==> src/rtl/key_event_pkg.sv <==
`default_nettype none
// ============================================================
// key_event_pkg : FSM state encoding and hold-counter width
//                 shared by the key event decoder.
// Rev 1.0
// ============================================================
package key_event_pkg;

    localparam int HOLD_W = 16;

    typedef logic [1:0] state_t;

    localparam logic [1:0] ST_IDLE      = 2'd0;
    localparam logic [1:0] ST_PRESSED   = 2'd1;
    localparam logic [1:0] ST_LONG_HELD = 2'd2;

endpackage
`default_nettype wire

==> src/rtl/ms_tick_gen.sv <==
`default_nettype none
// ============================================================
// ms_tick_gen : one-cycle tick every DIV enabled clocks; the
//               count restarts whenever en is low.
// Rev 1.0
// ============================================================
module ms_tick_gen #(
    parameter int DIV = 50_000
) (
    input  logic clk,
    input  logic rst,
    input  logic en,
    output logic tick
);

    localparam int              CNT_W = (DIV > 1) ? $clog2(DIV) : 1;
    localparam logic [CNT_W-1:0] LAST = CNT_W'(DIV - 1);

    logic [CNT_W-1:0] count;

    always_ff @(posedge clk or negedge rst) begin
        if (!rst) begin
            count <= '0;
        end else if (!en || count == LAST) begin
            count <= '0;
        end else begin
            count <= count + 1'b1;
        end
    end

    assign tick = en && (count == LAST);

endmodule
`default_nettype wire

==> src/rtl/key_event_decoder.sv <==
`default_nettype none
// ============================================================
// key_event_decoder : press / release / long-press / auto-repeat
//                     pulses from a debounced active-low key.
// Optional: define KEY_AUTO_REPEAT_EN for repeat pulses.
// Rev 1.0
// ============================================================
module key_event_decoder
    import key_event_pkg::*;
#(
    parameter int CLK_FREQ  = 50_000_000,
    parameter int LONG_MS   = 1000,
    parameter int REPEAT_MS = 200
) (
    input  logic clk,
    input  logic rst,
    input  logic key_level,
    output logic press_pulse,
    output logic release_pulse,
    output logic long_pulse,
    output logic repeat_pulse,
    output logic key_held
);

    localparam int TICK_DIV = (CLK_FREQ / 1000 > 0) ? CLK_FREQ / 1000 : 1;

    // Thresholds fire on the tick that would make the count equal to the limit
    localparam logic [HOLD_W-1:0] LONG_LAST = HOLD_W'(LONG_MS - 1);
`ifdef KEY_AUTO_REPEAT_EN
    localparam logic [HOLD_W-1:0] REP_LAST  = HOLD_W'(REPEAT_MS - 1);
`else
    localparam int unused_repeat_ms = REPEAT_MS;
`endif

    logic              sync1;
    logic              sync2;
    logic              hist;
    logic              fall_edge;
    logic              rise_edge;
    state_t            state;
    state_t            state_d;
    logic [HOLD_W-1:0] hold_cnt;
    logic [HOLD_W-1:0] hold_d;
    logic              tick_en;
    logic              tick;
    logic              press_d;
    logic              release_d;
    logic              long_d;
    logic              repeat_d;

    // Reset to the released level so no edge is seen on reset exit
    always_ff @(posedge clk or negedge rst) begin
        if (!rst) begin
            sync1 <= 1'b1;
            sync2 <= 1'b1;
            hist  <= 1'b1;
        end else begin
            sync1 <= key_level;
            sync2 <= sync1;
            hist  <= sync2;
        end
    end

    assign fall_edge = hist & ~sync2;
    assign rise_edge = ~hist & sync2;
    assign tick_en   = (state != ST_IDLE);

    ms_tick_gen #(
        .DIV (TICK_DIV)
    ) u_ms_tick (
        .clk  (clk),
        .rst  (rst),
        .en   (tick_en),
        .tick (tick)
    );

    always_comb begin
        state_d   = state;
        hold_d    = hold_cnt;
        press_d   = 1'b0;
        release_d = 1'b0;
        long_d    = 1'b0;
        repeat_d  = 1'b0;
        case (state)
            ST_IDLE: begin
                if (fall_edge) begin
                    press_d = 1'b1;
                    state_d = ST_PRESSED;
                    hold_d  = '0;
                end
            end
            ST_PRESSED: begin
                if (rise_edge) begin
                    release_d = 1'b1;
                    state_d   = ST_IDLE;
                    hold_d    = '0;
                end else if (tick) begin
                    if (hold_cnt == LONG_LAST) begin
                        long_d  = 1'b1;
                        state_d = ST_LONG_HELD;
                        hold_d  = '0;
                    end else begin
                        hold_d = hold_cnt + 1'b1;
                    end
                end
            end
            ST_LONG_HELD: begin
                if (rise_edge) begin
                    release_d = 1'b1;
                    state_d   = ST_IDLE;
                    hold_d    = '0;
                end
`ifdef KEY_AUTO_REPEAT_EN
                else if (tick) begin
                    if (hold_cnt == REP_LAST) begin
                        repeat_d = 1'b1;
                        hold_d   = '0;
                    end else begin
                        hold_d = hold_cnt + 1'b1;
                    end
                end
`endif
            end
            default: begin
                state_d = ST_IDLE;
                hold_d  = '0;
            end
        endcase
    end

    always_ff @(posedge clk or negedge rst) begin
        if (!rst) begin
            state         <= ST_IDLE;
            hold_cnt      <= '0;
            press_pulse   <= 1'b0;
            release_pulse <= 1'b0;
            long_pulse    <= 1'b0;
            repeat_pulse  <= 1'b0;
            key_held      <= 1'b0;
        end else begin
            state         <= state_d;
            hold_cnt      <= hold_d;
            press_pulse   <= press_d;
            release_pulse <= release_d;
            long_pulse    <= long_d;
            repeat_pulse  <= repeat_d;
            key_held      <= (state_d != ST_IDLE);
        end
    end

endmodule
`default_nettype wire

==> config.mk <==
export PLATFORM = sky130hd
export DESIGN_NAME = key_event_decoder
export DESIGN_NICKNAME = d
export VERILOG_FILES = /design/src/rtl/key_event_pkg.sv /design/src/rtl/ms_tick_gen.sv /design/src/rtl/key_event_decoder.sv
export SDC_FILE = /design/constraint.sdc
export NUM_CORES = 1
export LEC_CHECK = 0
export BUFFER_PORTS_ARGS = -buffer_cell sky130_fd_sc_hd__buf_4
export CAP_MARGIN = 30
export CORE_ASPECT_RATIO = 0.9
export CORE_UTILIZATION = 35
export CTS_CLUSTER_SIZE = 28
export DETAILED_ROUTE_END_ITERATION = 12
export PLACE_DENSITY = 0.48
export SETUP_SLACK_MARGIN = 0.4
export SYNTH_ARGS = -nofsm -noshare
export SYNTH_HDL_FRONTEND = slang
export SYNTH_SLANG_ARGS = --single-unit
==> constraint.sdc <==
create_clock -name clk -period 3 [get_ports clk]
set_input_delay 0.15 -clock clk [delete_from_list [all_inputs] [get_ports clk]]
set_output_delay 0.15 -clock clk [all_outputs]
set_load 0.01 [all_outputs]
Word level (Yosys, flattened, before mapping)

Index checks and enable logic that the tools add are counted.

Register bits after elaboration: 41
Input bits: 3
Output and inout port bits: 5
Logic and storage cells: 52

Add/sub/neg operators: 2
Equal/unequal tests: 7
Mux-type cells: 21
Bitwise operators: 4
Reductions and logical operators: 8

Operators with widths:

| operator              | number |
|---|---|
| $mux 16               | 6 |
| $pmux 16 s3           | 1 |
| $add 16x1->16 const B | 2 |
| $eq 16x10->1 const B  | 1 |
| $eq 16x16->1 const B  | 1 |
| $mux 2                | 5 |
| $mux 1                | 8 |
| $pmux 2 s3            | 1 |
| $ne 2x2->1 const B    | 2 |
| $reduce_bool 2->1     | 2 |
| $ne 3x3->1 const B    | 1 |
| $reduce_and 3->1      | 1 |
| $and 1x1->1           | 2 |
| $eq 2x1->1 const B    | 1 |
| $eq 2x2->1 const B    | 1 |
| $logic_not 2->1       | 1 |
| $not 1->1             | 2 |
| $reduce_or 2->1       | 1 |
| $logic_and 1x1->1     | 1 |
| $logic_not 1->1       | 1 |
| $logic_or 1x1->1      | 1 |

Logic depth before layout (Yosys ltp)

Gate-level depths: netlist of run 1.

Depth in word-level cells: 6
Mapped depth: 9
Depth with buffers taken out: 7

Hierarchy

From an unflattened synthesis of run 1, not the netlist that was laid out.

Cells, all modules: 223
Area total of the unflattened synthesis: 2,182.1 sq um

By module, submodules not included:

| module            | times used | cells each | area an instance (sq um) | seq. area each (sq um) |
|---|---|---|---|---|
| key_event_decoder | 1          | 141        | 1,370.1                  | 629.4 |
| ms_tick_gen       | 1          | 82         | 812.0                    | 400.4 |

Worst setup path before layout of run 1

OpenSTA, ideal clock, no wires.

Path type: flip-flop to flip-flop
Start: register hold_cnt[0]
End: register hold_cnt[10]
Setup time: 0.074 ns
Arrival: 2.012 ns
Required time: 2.926 ns
Slack: 0.913 ns
Cell stages (with the launch flop): 9
Path buffers: 2
Clock period less this slack: 2.087 ns
Cell sequence: dfrtp_1 ha_1 nor4bb_1 and4_1 buf_6 a2111o_1 buf_6 or3_1 o21ai_2

Longest elaborated chain between the ends: 5
Elaborated cells on any way between the ends: 6
Those cells by class: 1 x add/sub; 1 x eq/ne; 4 x mux

Ends and longest elaborated chain:

| element                                              | line                                              | source |
|---|---|---|
| start, declared                                      | key_event_decoder.sv:42                           | `logic [HOLD_W-1:0] hold_cnt;` |
| start signal, assigned                               | key_event_decoder.sv:142                          | `hold_cnt <= hold_d;` |
| $add 16x1->16 / $eq 16x10->1 (equally long branches) | key_event_decoder.sv:103, key_event_decoder.sv:98 |  |
| $mux 16 *                                            | key_event_decoder.sv:98                           | `if (hold_cnt == LONG_LAST) begin` |
| $mux 16 *                                            | key_event_decoder.sv:97                           | `end else if (tick) begin` |
| $mux 16 *                                            | key_event_decoder.sv:93                           | `if (rise_edge) begin` |
| $pmux 16 s3 *                                        | key_event_decoder.sv:84                           | `case (state)` |

Mark *: on every way between the ends. The rest lies on a longest branch, timed or not. The select of a mux whose other input is x is not followed.
A chain may end at the register's enable or synchronous reset.

Worst setup path after layout of run 1

Start: register state[0]
End: register hold_cnt[13]

Longest elaborated chain between the ends: 4
Elaborated cells on any way between the ends: 10
Those cells by class: 5 x eq/ne; 1 x mux; 4 x reduce/logical

Ends and longest elaborated chain:

| element                    | line                     | source |
|---|---|---|
| start, declared            | key_event_decoder.sv:40  | `state_t state;` |
| start signal, assigned     | key_event_decoder.sv:141 | `state <= state_d;` |
| $reduce_bool 2->1          | key_event_decoder.sv:66  | `assign tick_en = (state != ST_IDLE);` |
| $logic_and 1x1->1          | ms_tick_gen.sv:31        | `assign tick = en && (count == LAST);` |
| $ne 3x3->1 (no line)       | -                        |  |
| $reduce_and 3->1 (no line) | -                        |  |

Several ways; a longest one is shown, not always the timed one.

==> results.yml, run 1 <==
global_route:
  grt_max_degree: 42
  antenna_found_initial: 0
  grt_overflow: 0
  grt_use_total: 0.141
  grt_pass1_vias: 1391
  grt_first_pass_wirelength_um: 6960
drt:
  vias: 1551
  drt_iter0_drc: 61
  postRouteAntennaNets: 0
  via_per_inst: 5.19
  drc: 5
  drtPass1Iterations: 8
  wl_per_cell_um: 13.8
  finalWirelength_um: 4120
place:
  dpl_cell_area_um2: 2210
  dp_hpwl_um: 2850
  gp_congestion: 0.783
  numPortBuffers: 6
  placed_cells: 289
job:
  cap_violations: 0
run_status:
  violations: "DRC"
  status: "finished, violations left"
sta:
  grt_setup_unrepaired: "false"
  fmax_mhz: 429
  period_minus_slack_ps: 2330
  setup_viol: 0
  drv_slew: 0
  finClkSkew_ps: 3.30
  hold_viol: 0
  period_share: 0.778
  timing.setup.tns_ps: 0
  maxSlewHeadroom: 0.521
  tightest_slew_ps: 712
  hold_ws_ps: 358
logic_synthesis:
  yosysMostFrequentCell: "dfrtp_1"
  netlist_top_cells_count: "dfrtp_1, nor2_1, nand2_1"
  ys_seq_elements: 41
  synth_cells: 219
  seq_area_frac_synth: 0.487
  synth_ff_type: "dfrtp_1"
  syn_area_per_cell_um2: 9.66
  yosysTopAreaCell: "dfrtp_1"
  synth.net_count: 228
  synth.cell_area_um2: 2120
  yosys.area.top_type_share: 0.449
  synth.area.top_cells: "dfrtp_1, nor2_1, dfstp_2"
  synth-async-reset-ratio: 1.00
  yosysWarnings: 0
  synth_edf_count: 0
  synth_cell_type_count: 44
worst_setup_path:
  worstReg2RegStart: "state[0]"
  reg2regPathDepth: 7
  ff2ff_setup_slack_ps: 670
  crit_required_ps: 3220
  r2r-end: "hold_cnt[13]"
  worst_setup_path_end_kind: "register"
  startpoint: "state[0]"
  start_kind: "register"
  critPathKind: "register to register"
  worst-path-max-fanout: 21
  arrival_ps: 2550
die:
  rows: 26
  io_pins: 8
  core-area_um2: 5760
  start_util: 0.367
  die_x_um: 84.0
  dieArea_um2: 6360
  die_h_um: 75.8
worst_hold_path:
  hp-class: "register to register"
  hold_depth: 0
  min_from: "sync1"
  hold-path-endpoint: "sync2"
pwr:
  p_sw_uw: 402
  p_per_area_nw_per_um2: 553
  p_seq_frac: 0.474
  p_total_mw: 1.29
  p_sw_frac: 0.312
  intPower_uw: 887
  ir_drop_mv: 0.176
  clock_power_share: 0.310
  comb_power_share: 0.216
  leakagePower_nw: 0.969
clock_tree:
  path_clk_slew_ps: 80
  clock_path_buffers: 2
  numClockSinks: 41
  insertion_delay_ps: 290
  clockRootBuffer: "clkbuf_8"
  cts_buffers: 5
  cts-htree-levels: 2
  postCtsSetupBuffers: 0
  cts_tree: "built"
layout:
  layout.nets: 237
  final_cells: 299
  drive_gt1_frac: 0.114
  fin_area_um2: 2330
  syn_to_final_growth_pct: 10.1
  n_antenna_cell: 0
==> routing by layer <==
layer | vias to the layer above | global-route usage | share of wire
li1 | 793 | - | -
met1 | 737 | 0.208 | 0.57
met2 | 16 | 0.199 | 0.39
met3 | 5 | 0.0325 | 0.027
met4 | 0 | 0.0517 | 0.012
met5 | - | 0 | 0
==> timing repair <==
item                                    in CTS  in global routing
hold buffers                                 2                  0
endpoints found under the hold margin       39                  0
gates resized for setup                      0                  1
endpoints found under the setup margin       0                  2
==> power groups by stage <==
stage | Sequential [mW] | Clock (mW) | Combinational, mW
2_1_floorplan | 0.623 | 0 | 0.198
3_3_place_gp | 0.622 | 0 | 0.280
3_5_place_dp | 0.622 | 0 | 0.279
4_1_cts | 0.611 | 0.413 | 0.282
5_1_grt | 0.616 | 0.439 | 0.318
6_report | 0.611 | 0.400 | 0.278
==> worst max path at each step <==
| stage | to | slack, ps | depth (start not counted) |
|---|---|---|---|
| floorplan | hold_cnt[10] | 910 | 8 |
| global placement | hold_cnt[13] | 630 | 7 |
| detailed placement | hold_cnt[15] | 540 | 7 |
| CTS | hold_cnt[13] | 550 | 7 |
| global route | hold_cnt[15] | 510 | 7 |
| finish | hold_cnt[13] | 670 | 7 |
==> state kept, by name, summed over array words and instances, names as in the netlist <==
signal	cells
hist	1
hold_cnt	16
key_held	1
long_pulse	1
press_pulse	1
release_pulse	1
state	2
sync1	1
sync2	1
u_ms_tick.count	16
==> placed cells by master, fill, tap and decap left out, types with 2 or more instances in the layout <==
master	instances
a21oi_1	9
and3_1	5
and4b_1	2
buf_4	6
clkbuf_8	7
dfrtp_1	38
dfstp_2	3
dlygate4sd3_1	2
ha_1	6
inv_1	10
nand2_1	16
nand2b_1	2
nand3_1	14
nand4_1	5
nor2_1	27
nor3_1	9
nor3b_1	2
nor4_1	3
nor4b_2	2
o21ai_0	11
o21ai_1	2
o21ai_2	3
o31ai_1	4
o41ai_1	3
or2_2	2
or3_1	5
or4_1	2
xnor2_1	5
xor2_1	9
==> area by class of cell <==
| class | count | area (um^2) |
|---|---|---|
| tap | 70 | 87.6 |
| clock buffer | 7 | 96.3 |
| clock inverter | 1 | 5.00 |
| fill | 588 | 3430 |
| timing repair buffer | 8 | 65.1 |
| sequential | 41 | 1030 |
| multi-input combinational | 162 | 1010 |
| inverter | 10 | 37.5 |
==> cells by family (layout without fill, tap and decap cells) <==
kind of cell / count (synthesis) / count (layout) / share of synthesized area
adders and majority gates: 6 / 6 / 0.0355
buffers and inverters: 16 / 26 / 0.0378
DFF: 41 / 41 / 0.487
muxes: 1 / 1 / 0.00532
xor gates and xnor gates: 14 / 14 / 0.0580
AOI/OAI and AO/OA: 39 / 39 / 0.120
other: 1 / 1 / 0.00177
and+or+nand+nor: 101 / 101 / 0.255
==> stage by stage <==
step                setup slack (ps)  utilization
finish                           667        0.404
global route                     506        0.404
CTS                              549        0.404
detailed placement               542        0.383
global placement                 634        0.383
floorplan                        913            -
==> critical path, stage by stage, from the launching register on <==
cell and delay, ps:
dfrtp_1 400, inv_1 80, ha_1 270, and4b_1 270, nand4_1 160, a22o_2 400
or4_1 530, a21oi_1 150
Power figures use the tool's default switching activity.
==> run 2: changes to the inputs <==
--- a/config.mk
+++ b/config.mk
@@ -5,13 +5,14 @@
 export SDC_FILE = /design/constraint.sdc
 export NUM_CORES = 1
 export LEC_CHECK = 0
+export ABC_AREA = 1
 export BUFFER_PORTS_ARGS = -buffer_cell sky130_fd_sc_hd__buf_4
 export CAP_MARGIN = 30
 export CORE_ASPECT_RATIO = 0.9
 export CORE_UTILIZATION = 35
 export CTS_CLUSTER_SIZE = 28
 export DETAILED_ROUTE_END_ITERATION = 12
-export PLACE_DENSITY = 0.48
+export PLACE_DENSITY = 0.5
 export SETUP_SLACK_MARGIN = 0.4
 export SYNTH_ARGS = -nofsm -noshare
 export SYNTH_HDL_FRONTEND = slang
==> constraint.sdc (replaced) <==
create_clock -name clk -period 2.1 [get_ports clk]
set_input_delay 0.105 -clock clk [delete_from_list [all_inputs] [get_ports clk]]
set_output_delay 0.105 -clock clk [all_outputs]
set_load 0.01 [all_outputs]
==> run 2 against run 1 <==
The flow now finishes without violations. Core utilization up 2.5 points. Register-to-register slack worse by 210 ps. Non-clock buffer count up 9. Clock skew up 9.7 ps. Global-route usage up 2.9 points. Synthesized area up 17%. Clock power up 61%. First-iteration DRC count up 30%. Wire length up 39%. Combinational power rose to 2.7 times the previous value. Setup slack worse by 210 ps.
==> results.yml, run 2 <==
pwr:
  leakagePower_nw: 1.27
  ir_drop_mv: 0.501
  p_per_area_nw_per_um2: 804
  p_total_mw: 2.31
sta:
  finClkSkew_ps: 13.0
  grt_setup_unrepaired: "true"
  tightest_slew_ps: 541
  period_minus_slack_ps: 1650
  period_share: 0.784
  fmax_mhz: 607
  hold_ws_ps: 311
  setup_slack_ps: 453
  setup_viol: 0
  drv_slew: 0
  maxSlewHeadroom: 0.639
  timing.setup.tns_ps: 0
  hold_viol: 0
layout:
  n_antenna_cell: 0
  reg.largest.list: "hold_cnt: 16 flops, u_ms_tick.count: 16 flops, state: 2 flops"
  post-route-util: 0.429
  regArea_um2: 1030
  syn_to_final_growth_pct: 16.1
  n_fill_cell: 716
  layout.nets: 376
  mostFrequentLayoutCell: "nand2_1"
  drive_gt1_frac: 0.155
  fin_area_um2: 2870
  final_cells: 458
  mostFrequentLayoutCells: "nand2_1, nor2_1, inv_1"
  multiInputGateArea_um2: 1300
place:
  gp_congestion: 0.806
  dp_hpwl_um: 3940
  numPortBuffers: 6
  pre_cts_ws_ps: 293
  dpl_cell_area_um2: 2600
  placed_cells: 438
clock_tree:
  clock_path_buffers: 2
  insertion_delay_ps: 300
  path_clk_slew_ps: 90
  cts_buffers: 5
  clockRootBuffer: "clkbuf_8"
  cts-htree-levels: 2
  numClockSinks: 41
  cts_tree: "built"
logic_synthesis:
  synth_ff_type: "dfrtp_1"
  netlist_top_cells_count: "nand2_1, nor2_1, inv_1"
  seq_area_frac_synth: 0.416
  synth.cell_area_um2: 2470
  yosysTopAreaCell: "dfrtp_1"
  synth_edf_count: 0
  synth.area.top_cells: "dfrtp_1, nand2_1, nor2_1"
  synth.net_count: 355
  yosys.area.top_type_share: 0.385
  yosysWarnings: 0
  yosysMostFrequentCell: "nand2_1"
  ys_seq_elements: 41
  synth_cells: 346
  synth-async-reset-ratio: 1.00
  synth_cell_type_count: 33
  syn_area_per_cell_um2: 7.15
drt:
  drtPass1Iterations: 4
  met2_length_um: 2660
  finalWirelength_um: 5720
  via_per_inst: 4.77
  wl_per_cell_um: 12.5
  wl_met3_um: 220
  drt_iter0_drc: 79
  postRouteAntennaNets: 0
  drc: 0
  vias: 2184
  highest_layer: "met4"
  route.layer.met1.wl_um: 2830
global_route:
  grt_overflow: 0
  antenna_found_initial: 0
  grt_pass1_vias: 2058
  grt_use_total: 0.170
  grt_first_pass_wirelength_um: 9800
  grt_max_degree: 42
die:
  rows: 28
  die_x_um: 90.6
  die_h_um: 81.7
  start_util: 0.369
  core-area_um2: 6690
  dieArea_um2: 7400
  io_pins: 8
worst_setup_path:
  worst_setup_path_end_kind: "register"
  critPathKind: "register to register"
  arrival_ps: 1860
  crit_required_ps: 2310
  start_kind: "register"
  worst-path-max-fanout: 6
job:
  cap_violations: 0
run_status:
  status: "complete, no violations"
worst_hold_path:
  hp-class: "input pin to asynchronous set/reset pin"
run 2: cell count changes after synthesis, moves of 6 or more:
cell	before	now
xor2_1	9	1
nor2_1	27	54
nand4_1	5	16
nand2_1	16	90
nand3_1	14	35
inv_1	10	43
o21ai_0	11	5
run 2: routing by layer:
layer  global-route usage  up-vias
met5                    0        -
met4               0.0516        0
met3               0.0352        2
met2                0.288       37
met1                0.219      997
li1                     -     1148
run 2: worst max-delay path: stages, from the launching register on:
cell     delay (ps)
dfstp_2         540
inv_1            80
nor2_4          150
nor2_1          100
a21oi_4         280
nand2_2         230
o21ai_2         190
run 2: worst paths after layout:
path                             from      endpoint  slack (ps)  cells after the start
worst max-delay path            sync2  hold_cnt[13]         450                      6
worst min-delay path              rst   hold_cnt[4]         310                      2
worst max register to register  sync2  hold_cnt[13]         450                      6
worst min register to register  sync1         sync2         360                      0
max in group asynchronous         rst   hold_cnt[0]        1380                      2
min in group clk                sync1         sync2         360                      0
run 2: logic make-up (layout without fill, tap and decap cells):
kind of cell,after synthesis,count (layout),synth area share
other,1,1,0.00152
AND/OR/NAND/NOR,222,224,0.400
buffers and inverters,51,71,0.0865
adder cells (fa/ha/maj),6,6,0.0304
AO/OA/AOI/OAI,23,23,0.0582
XOR/XNOR,2,2,0.00709
flip-flops,41,41,0.416
run 2: power by group:
group          total, mW  internal, mW  switching [mW]
Combinational      0.752         0.271           0.481
Clock              0.645         0.357           0.288
Sequential         0.911         0.858          0.0530
run 2: cell type report:
cell class / count / share of cell area
Timing Repair Buffer: 17 / 0.0475
Inverter: 46 / 0.0619
Tap cell: 90 / 0.0392
Clock inverter: 2 / 0.0135
Clock buffer: 6 / 0.0253
Sequential cell: 41 / 0.359
Multi-Input combinational cell: 256 / 0.454
run 2: repair_timing:
action | in CTS | in global routing
pin swaps | 1 | 4
cloned | 1 | 1
gates resized for setup | 5 | 12
endpoints found under the hold margin | 39 | 0
setup buffers | 2 | 6
hold buffers | 2 | 0
setup endpoints to repair | 15 | 23
==> run 3: changes to the inputs <==
--- a/config.mk
+++ b/config.mk
@@ -12,7 +12,7 @@
 export CORE_UTILIZATION = 35
 export CTS_CLUSTER_SIZE = 28
 export DETAILED_ROUTE_END_ITERATION = 12
-export PLACE_DENSITY = 0.5
+export PLACE_DENSITY = 0.48
 export SETUP_SLACK_MARGIN = 0.4
 export SYNTH_ARGS = -nofsm -noshare
 export SYNTH_HDL_FRONTEND = slang
==> constraint.sdc (replaced) <==
create_clock -name clk -period 1.7 [get_ports clk]
set_input_delay 0.085 -clock clk [delete_from_list [all_inputs] [get_ports clk]]
set_output_delay 0.085 -clock clk [all_outputs]
set_load 0.01 [all_outputs]
==> run 3 against run 2 <==
Core utilization up 9.0 points. First-iteration DRC count increased by 120%. Worst hold slack worse by 18 ps. Non-clock buffer count increased by 38. Count of clock-buffer cells in the layout up 1. Via count rose by 10%. Combinational power is 88% higher. Clock power is 2% higher.
==> results.yml, run 3 (synthesis gave the netlist of run 2 again) <==
layout:
  layout.nets: 413
  mostFrequentLayoutCells: "nand2_1, nor2_1, buf_4"
  post-route-util: 0.519
  regArea_um2: 1040
  n_antenna_cell: 0
  drive_gt1_frac: 0.363
  mostFrequentLayoutCell: "nand2_1"
  n_fill_cell: 643
  reg.largest.list: "hold_cnt: 16 flops, u_ms_tick.count: 16 flops, state: 2 flops"
  syn_to_final_growth_pct: 40.5
  multiInputGateArea_um2: 1550
worst_setup_path:
  ff2ff_setup_slack_ps: 140
  critPathBufInv: 1
  reg2regPathDepth: 9
  worstPathCellList: "nor2_1, nand3_1, nor2_4, nand3_4, nand2_4, nand2_8, buf_8, nand2_2, o21ai_1"
  crit_slowest_cell: "dfrtp_1"
  startpoint: "u_ms_tick.count[5]"
  worst-path-max-fanout: 6
  arrival_ps: 1740
  critPathKind: "register to register"
  crit_required_ps: 1880
  worst-path-stages: 9
  crit_family: "simple AND/OR/NAND/NOR gates"
  max_stage_delay_ps: 400
  worst_setup_path_end_kind: "register"
  start_kind: "register"
  worstReg2RegStart: "u_ms_tick.count[5]"
  r2r-end: "hold_cnt[10]"
sta:
  tightest_slew_ps: 545
  finClkSkew_ps: 21.8
  timing.setup.tns_ps: 0
  maxSlewHeadroom: 0.636
  grt_setup_unrepaired: "true"
  setup_viol: 0
  period_minus_slack_ps: 1560
  period_share: 0.919
  drv_slew: 0
  fmax_mhz: 640
  hold_viol: 0
drt:
  drtPass1Iterations: 4
  finalWirelength_um: 6780
  vias: 2410
  drt_iter0_drc: 177
  postRouteAntennaNets: 0
  wl_per_cell_um: 13.7
  drc: 0
  via_per_inst: 4.87
die:
  die_h_um: 81.7
  rows: 28
  io_pins: 8
  start_util: 0.369
  die_x_um: 90.6
  core-area_um2: 6690
  dieArea_um2: 7400
clock_tree:
  path_clk_slew_ps: 90
  cts_buffers: 5
  insertion_delay_ps: 310
  numClockSinks: 41
  clockRootBuffer: "clkbuf_8"
  cts_tree: "built"
  cts-htree-levels: 2
  clock_path_buffers: 2
place:
  gp_congestion: 0.822
  dp_hpwl_um: 4340
  numPortBuffers: 6
job:
  cap_violations: 0
pwr:
  p_per_area_nw_per_um2: 923
  leakagePower_nw: 1.53
  ir_drop_mv: 0.674
run_status:
  status: "complete, no violations"
global_route:
  antenna_found_initial: 0
  grt_use_total: 0.187
  grt_overflow: 0
  grt_pass1_vias: 2164
  grt_max_degree: 42
  grt_first_pass_wirelength_um: 10700
worst_hold_path:
  hp-class: "input pin to asynchronous set/reset pin"
run 3: cell types whose count changed in the layout (fill, tap and decap cells not counted), moves of 5 or more:
cell / previous run / this run
inv_1: 43 / 33
inv_2: 1 / 10
buf_6: 1 / 6
nand2_2: 4 / 23
nor2_4: 2 / 15
buf_4: 14 / 43
nand2_1: 89 / 64
nor2_1: 50 / 45
nor2_2: 9 / 1
run 3: layout make-up:
type                    instances  share of cell area
multi-input cells             254               0.445
flip-flops and latches         41               0.298
repair buffers                 55               0.143
inverters                      46              0.0547
well taps                      90              0.0324
clock buffers                   7              0.0220
clock inverters                 1             0.00252
repair inverters                1             0.00252
run 3: what timing repair did:
action,in CTS,in global routing
hold endpoints to repair,39,0
pin swaps,11,30
hold buffers,2,0
cloned,2,1
gates resized for setup,48,51
buffers inserted,22,10
endpoints found under the setup margin,36,36
run 3: how the worst max path moves through the flow:
stage | endpoint | slack [ps]
after detailed placement | hold_cnt[11] | 80
after global routing | u_ms_tick.count[12] | 70
after CTS | hold_cnt[7] | 190
after floorplan | hold_cnt[4] | 250
final | hold_cnt[10] | 140
after global placement | hold_cnt[1] | 90
run 3: power breakdown:
group	total, mW	switching, mW	internal (mW)
Sequential	1.14	0.0805	1.06
Clock	0.656	0.362	0.294
Combinational	1.41	0.772	0.642
run 3: per-layer routing:
layer	wire length [um]	track usage	vias up
li1	-	-	1225
met1	3450	0.279	1124
met2	2930	0.271	51
met3	319	0.0333	10
met4	82	0.0613	0
met5	0	0	-
run 3: worst register-to-register path, cell delays in order (launching register included):
cell	delay, ps
dfrtp_1	400
nor2_1	130
nand3_1	130
nor2_4	170
nand3_4	100
nand2_4	100
nand2_8	120
buf_8	180
nand2_2	50
o21ai_1	60
run 3: metrics by stage:
step	hold slack, ps	instance area, um^2	power, mW	setup slack [ps]	cells
after floorplan	-211	2510	1.70	246	346
after CTS	324	3230	3.09	189	484
final	293	3470	3.21	138	495
after detailed placement	116	2730	1.92	78.2	450
after global placement	119	2730	1.94	92.6	450
after global routing	351	3470	3.40	72.1	495
